===== src/rtl/hazard_forward_unit.sv =====
// rtl/hazard_forward_unit.sv - ALU operand forwarding plus load-use stall / branch-flush control
// Optional statistics counters are built only when HAZ_STATS_EN is defined.
module hazard_forward_unit #(
    parameter int DATA_W   = 32,
    parameter int ADDR_W   = 5,
    parameter int LOAD_LAT = 1,
    parameter int BR_FLUSH = 1
`ifdef HAZ_STATS_EN
    ,
    parameter int CNT_W    = 16
`endif
) (
    input  logic              clk,
    input  logic              reset,
    input  logic              exmem_wr,
    input  logic [ADDR_W-1:0] exmem_addr,
    input  logic              memwb_wr,
    input  logic [ADDR_W-1:0] memwb_addr,
    input  logic [ADDR_W-1:0] idex_rs,
    input  logic [ADDR_W-1:0] idex_rt,
    input  logic              idex_memread,
    input  logic [ADDR_W-1:0] ifid_rs,
    input  logic [ADDR_W-1:0] ifid_rt,
    input  logic              ifid_use_rt,
    input  logic              branch_taken,
    input  logic              jump,
    input  logic [DATA_W-1:0] databus_a,
    input  logic [DATA_W-1:0] databus_b,
    input  logic [DATA_W-1:0] alu_out,
    input  logic [DATA_W-1:0] wb_data,
    output logic [DATA_W-1:0] data_a,
    output logic [DATA_W-1:0] data_b,
    output logic              pc_write,
    output logic              ifid_write,
    output logic              ifid_flush,
    output logic              idex_flush
`ifdef HAZ_STATS_EN
    ,
    output logic [CNT_W-1:0]  stall_cnt,
    output logic [CNT_W-1:0]  flush_cnt
`endif
);

    typedef enum logic [1:0] {RUN, LDSTALL, BRFLUSH} state_t;

    localparam logic [1:0] LD_RELOAD = 2'(LOAD_LAT - 1);
    localparam logic [1:0] BR_RELOAD = 2'(BR_FLUSH - 1);

    state_t     state, state_nx;
    logic [1:0] cnt, cnt_nx;
    logic       load_use;

    // Later pipeline stage has lower priority, so it is applied first and overridden.
    always_comb begin
        data_a = databus_a;
        data_b = databus_b;
        if (memwb_wr && memwb_addr != '0 && memwb_addr == idex_rs) data_a = wb_data;
        if (exmem_wr && exmem_addr != '0 && exmem_addr == idex_rs) data_a = alu_out;
        if (memwb_wr && memwb_addr != '0 && memwb_addr == idex_rt) data_b = wb_data;
        if (exmem_wr && exmem_addr != '0 && exmem_addr == idex_rt) data_b = alu_out;
    end

    assign load_use = idex_memread && idex_rt != '0 &&
                      (idex_rt == ifid_rs || (ifid_use_rt && idex_rt == ifid_rt));

    always_ff @(posedge clk or negedge reset) begin
        if (!reset) begin
            state <= RUN;
            cnt   <= 2'd0;
        end else begin
            state <= state_nx;
            cnt   <= cnt_nx;
        end
    end

    always_comb begin
        state_nx   = state;
        cnt_nx     = cnt;
        pc_write   = 1'b1;
        ifid_write = 1'b1;
        ifid_flush = 1'b0;
        idex_flush = 1'b0;
        case (state)
            RUN: begin
                if (branch_taken) begin
                    ifid_flush = 1'b1;
                    idex_flush = 1'b1;
                    if (BR_FLUSH > 1) begin
                        state_nx = BRFLUSH;
                        cnt_nx   = BR_RELOAD;
                    end
                end else if (load_use) begin
                    pc_write   = 1'b0;
                    ifid_write = 1'b0;
                    idex_flush = 1'b1;
                    if (LOAD_LAT > 1) begin
                        state_nx = LDSTALL;
                        cnt_nx   = LD_RELOAD;
                    end
                end else if (jump) begin
                    ifid_flush = 1'b1;
                end
            end
            LDSTALL: begin
                if (branch_taken) begin
                    ifid_flush = 1'b1;
                    idex_flush = 1'b1;
                    if (BR_FLUSH > 1) begin
                        state_nx = BRFLUSH;
                        cnt_nx   = BR_RELOAD;
                    end else begin
                        state_nx = RUN;
                        cnt_nx   = 2'd0;
                    end
                end else begin
                    pc_write   = 1'b0;
                    ifid_write = 1'b0;
                    idex_flush = 1'b1;
                    cnt_nx     = cnt - 2'd1;
                    if (cnt == 2'd1) state_nx = RUN;
                end
            end
            BRFLUSH: begin
                ifid_flush = 1'b1;
                if (branch_taken) begin
                    idex_flush = 1'b1;
                    cnt_nx     = BR_RELOAD;
                end else begin
                    cnt_nx = cnt - 2'd1;
                    if (cnt == 2'd1) state_nx = RUN;
                end
            end
            default: begin
                state_nx = RUN;
                cnt_nx   = 2'd0;
            end
        endcase
        if (!reset) begin
            pc_write   = 1'b0;
            ifid_write = 1'b0;
            ifid_flush = 1'b1;
            idex_flush = 1'b1;
        end
    end

`ifdef HAZ_STATS_EN
    // A load-use bubble is the only case that clears ID/EX without also clearing IF/ID.
    always_ff @(posedge clk or negedge reset) begin
        if (!reset) begin
            stall_cnt <= '0;
            flush_cnt <= '0;
        end else begin
            if (idex_flush && !ifid_flush && stall_cnt != '1) stall_cnt <= stall_cnt + 1'b1;
            if (ifid_flush && flush_cnt != '1) flush_cnt <= flush_cnt + 1'b1;
        end
    end
`endif

endmodule


===== config.mk =====
export PLATFORM = sky130hd
export DESIGN_NAME = hazard_forward_unit
export DESIGN_NICKNAME = d
export VERILOG_FILES = /design/src/rtl/hazard_forward_unit.sv
export SDC_FILE = /design/constraint.sdc
export NUM_CORES = 1
export LEC_CHECK = 0
export ABC_AREA = 1
export CAP_MARGIN = 25
export CORE_ASPECT_RATIO = 0.5
export CORE_MARGIN = 2
export CORE_UTILIZATION = 35
export DETAILED_ROUTE_END_ITERATION = 6
export PLACE_DENSITY = 0.94
export SYNTH_ARGS = -nofsm -noshare
export SYNTH_HDL_FRONTEND = slang
export SYNTH_SLANG_ARGS = --single-unit

===== constraint.sdc =====
create_clock -name clk -period 4.8 [get_ports clk]
set_clock_uncertainty 0.1 [all_clocks]
set_input_delay 0.96 -clock clk [delete_from_list [all_inputs] [get_ports clk]]
set_output_delay 0.96 -clock clk [all_outputs]
set_load 0.005 [all_outputs]

; ---- Yosys cells after proc, flatten, opt, wreduce, memory -nomap -nowiden
; Index checks and enable logic that the tools add are counted.
[word_totals]
regBits = 4
in_bits = 166
output_inout_bits = 68
word_cells = 54
[classes]
addsub = 1
eq_ne = 10
n_mux = 24
n_bitwise = 1
reduce_logical = 16
[ops]
columns = op, n
row1 = 32-bit two-way mux, 4
row2 = 5-bit == test, 6
row3 = 5-bit nonzero test, 3
row4 = 1-bit two-way mux, 11
row5 = 1-bit logical AND, 9
row6 = 2-bit two-way mux, 4
row7 = 1-bit one-hot mux with 3 select lines, 2
row8 = 2-bit one-hot mux with 3 select lines, 1
row9 = 2-bit by 1-bit == test with 1-bit output (second input constant), 2
row10 = 2-bit one-hot mux with 2 select lines, 1
row11 = 2-bit == test (second input constant), 1
row12 = 2-bit logical NOT, 1
row13 = 2-bit inequality test (second input constant), 1
row14 = 1-bit one-hot mux with 2 select lines, 1
row15 = 2-bit AND reduction, 1
row16 = 2-bit OR reduction, 1
row17 = 2-bit by 1-bit subtractor with 2-bit output (second input constant), 1
row18 = 1-bit logical OR, 1
row19 = 1-bit inverter, 1

; ---- Longest topological paths before layout
[logic_depth]
ltp_word = 8
depth_mapped = 13

; ---- Worst setup path before layout
; Ideal clock, no wire load.
[synth_path]
kind = input-to-output
startpoint = input port idex_rt[0]
endpoint = output port data_b[0]
arrival_time_ps = 1958
required_time_ps = 3740
slack_ps = 1782
stages = 8
n_path_buf = 2
path_cell_list = buf_2 xor2_1 nor4_2 nand2_1 inv_2 buf_6 nand2_1 nand2_1
[synth_between]
elab_chain_len = 4
[synth_rtl]
columns = element, line_no
row1 = "start, declared", 20  ; input logic [ADDR_W-1:0] idex_rt,
row2 = 5-bit == test, 59  ; if (memwb_wr && memwb_addr != '0 && memwb_addr == idex_rt) data_b = wb_data;
row3 = 1-bit logical AND, 59
row4 = 32-bit two-way mux, 59
row5 = 32-bit two-way mux (*), 60  ; if (exmem_wr && exmem_addr != '0 && exmem_addr == idex_rt) data_b = alu_out;
row6 = "end, declared", 32  ; output logic [DATA_W-1:0] data_b,
; Mark *: on every way between the ends. The rest lies on a longest branch, timed or not.

; ---- Final worst setup path
[layout_path]
startpoint = input port idex_rt[0]
endpoint = output port data_b[27]
; Same word-level chain as after synthesis.

==> flow_summary.toml <==
[drt]
top_layer_used = "met4"
wl_met2_um = 6230
wl_met3_um = 804
drc = 0
drt_pass1_iterations = 5
drtIter0Drc = 381
finalWirelength_um = 12100
viasPerCell = 4.75
drtAntennaViolNets = 0
wl_met1_um = 4710
wl_per_cell_um = 13.5
num_vias = 4267

[yosys]
ys_async_sr_fraction = 1.00
synth_area_leaders = "nand2_1 42%, inv_1 17%, nand3_1 13%, xor2_1 5.2%, buf_6 3.8%"
synth.distinct_cells = 23
synth_mux_area_frac = 0
yosysTopAreaCell = "nand2_1"
ys_seq_elements = 4
avgSynthCellArea_um2 = 4.56
synth_seq_area_share = 0.0375
syn_inst = 586
yosys.area.top_type_share = 0.423
syn_area_um2 = 2670
synthAdderAreaFrac = 0.0234
synth_edf_count = 0
syn-num-nets = 757
synth_compound_area_frac = 0.0220
yosysMostFrequentCell = "nand2_1"
ys.flop_type = "dfrtp_1"
ys_warn_count = 0
yosys.area_share.xor_xnor = 0.0689
synth_top_family_by_area = "simple AND/OR/NAND/NOR gates"
synthTopCellsByCount = "301 x nand2_1, 122 x inv_1, 68 x nand3_1"
yosys.area_share.simple = 0.595

[clock_network]
clock_path_buffers = 2
clkSinkCount = 4
ctsResizeCount = 0
cts_tree = "built"
cts_buffers = 3
cts_root_buf = "clkbuf_16"
h-tree-depth = 1
postCtsSetupRepairBufs = 0
clk_pin_slew_ns = 0.03
cts_hold_buf = 0
worstSkewPairLatency_ns = 0.22

[final_layout]
n_antenna_cell = 0
final_area_um2 = 5070
layout.nets = 975
area_growth_pct = 90.0
n_fill_cell = 641
layout-drive-gt1-share = 0.0237

[placed_design]
dpl_cell_area_um2 = 5000
portBuffers = 233
dp_hpwl_um = 9550
gp_congestion = 1.00

[die]
die_h_um = 65.8
initial_core_util = 0.363
die-area_um2 = 8390
num_rows = 22
ios = 234
die_w_um = 128
core_area_um2 = 7350

[sta]
period_share = 0.886
finalHoldViolCount = 0
fin_setup_tns_ns = 0
finalSetupViolCount = 0
slew_headroom = 0.613
max_freq_mhz = 235
period_needed_ns = 4.25
rsz0062_at_grt = "false"
worst_slew_pin_slew_ns = 0.580
slew_violations = 0

[global_route]
grt_pass1_vias = 4133
grt_pass1_wl_um = 19000
grt_overflow = 0
grt_use_total = 0.276
antenna_found_initial = 0
grt_max_degree = 33

[critical_path]
required_ns = 3.74
endpoint_kind = "output pin"
worstSetupPathType = "in2out"
cp_max_fo = 32
r2r_slack_ns = 3.31
critPathLaunchType = "input port"
arrival_ns = 3.19

[power_and_ir_drop]
irDropWorstVdd_mv = 0.240
power_leakage_nw = 2.78
p_per_area_nw_per_um2 = 106

[min_path]
hold_class = "reg2reg"

[job]
cap_violations = 0

[outcome]
outcome = "complete, no violations"
final cells by class:
class	count	area, µm²	area share
inverter	126	475	0.0937
tap	96	120	0.0237
sequential	4	100	0.0197
multi-input combinational	429	1890	0.373
timing repair buffer	240	2410	0.475
clock buffer	3	75.1	0.0148
layout by cell type, fill, tap and decap left out, drive strengths merged:
master and instances:
a21oi 2, a31oi 2, buf 7, clkbuf 3, clkdlybuf4s50 233, dfrtp 4
ha 5, inv 126, nand2 303, nand3 68, nand4 1, nor2 16
nor3 2, nor4 2, o21ai 6, o22ai 1, xnor2 5, xor2 16
report_power, final:
part	leakage, nW	internal [W]	switching [W]	total (W)
clock network	0.0370	0.000106	0.0000213	0.000128
registers	0.0559	0.0000340	0	0.0000340
logic	2.69	0.000239	0.000140	0.000378
stage by stage:
stage | total power (W) | setup WS (ns) | hold slack, ns | cells | util
finish | 0.000540 | 0.547 | 0.421 | 898 | 0.690
detailed placement | 0.000409 | 0.558 | 0.414 | 895 | 0.680
CTS | 0.000540 | 0.548 | 0.417 | 898 | 0.690
floorplan | 0.000158 | 1.78 | 0.364 | 586 | -
global placement | 0.000406 | 0.583 | 0.395 | 895 | 0.680
global route | 0.000576 | 0.376 | 0.427 | 898 | 0.690
cell families (layout without fill, tap and decap cells):
| logic type | Yosys count | after routing |
|---|---|---|
| adders and majority gates | 5 | 5 |
| xor gates and xnor gates | 21 | 21 |
| and+or+nand+nor | 392 | 392 |
| buffers and inverters | 153 | 369 |
| DFF | 4 | 4 |
| AOI/OAI and AO/OA | 11 | 11 |
routing by layer:
metal / vias to the layer above / GRT usage
met5: - / 0
met1: 1899 / 0.315
met3: 37 / 0.0309
met4: 0 / 0.106
met2: 193 / 0.536
li1: 2138 / -
state kept, by name (all words and copies together) (netlist names):
register / cells
state: 2
cnt: 2
critical path, cell delays in order:
cell and delay, ns:
clkdlybuf4s50_1 0.63, xnor2_1 0.16, nand2_1 0.08, nor3_2 0.20
nand2_2 0.12, inv_4 0.30, nand2_1 0.09, nand3_1 0.09
nand2_1 0.09, clkdlybuf4s50_1 0.46
worst paths after layout:
check | start | to | cells past startpoint
setup / recovery | idex_rt[0] | data_b[27] | 10
hold / removal | cnt[0] | cnt[0] | 1
setup reg to reg | state[0] | state[0] | 6
hold reg to reg | cnt[0] | cnt[0] | 1
max in group asynchronous | reset | state[0] | 1
min in group asynchronous | reset | cnt[1] | 1
Note: power is estimated with default switching activity, not from simulation.
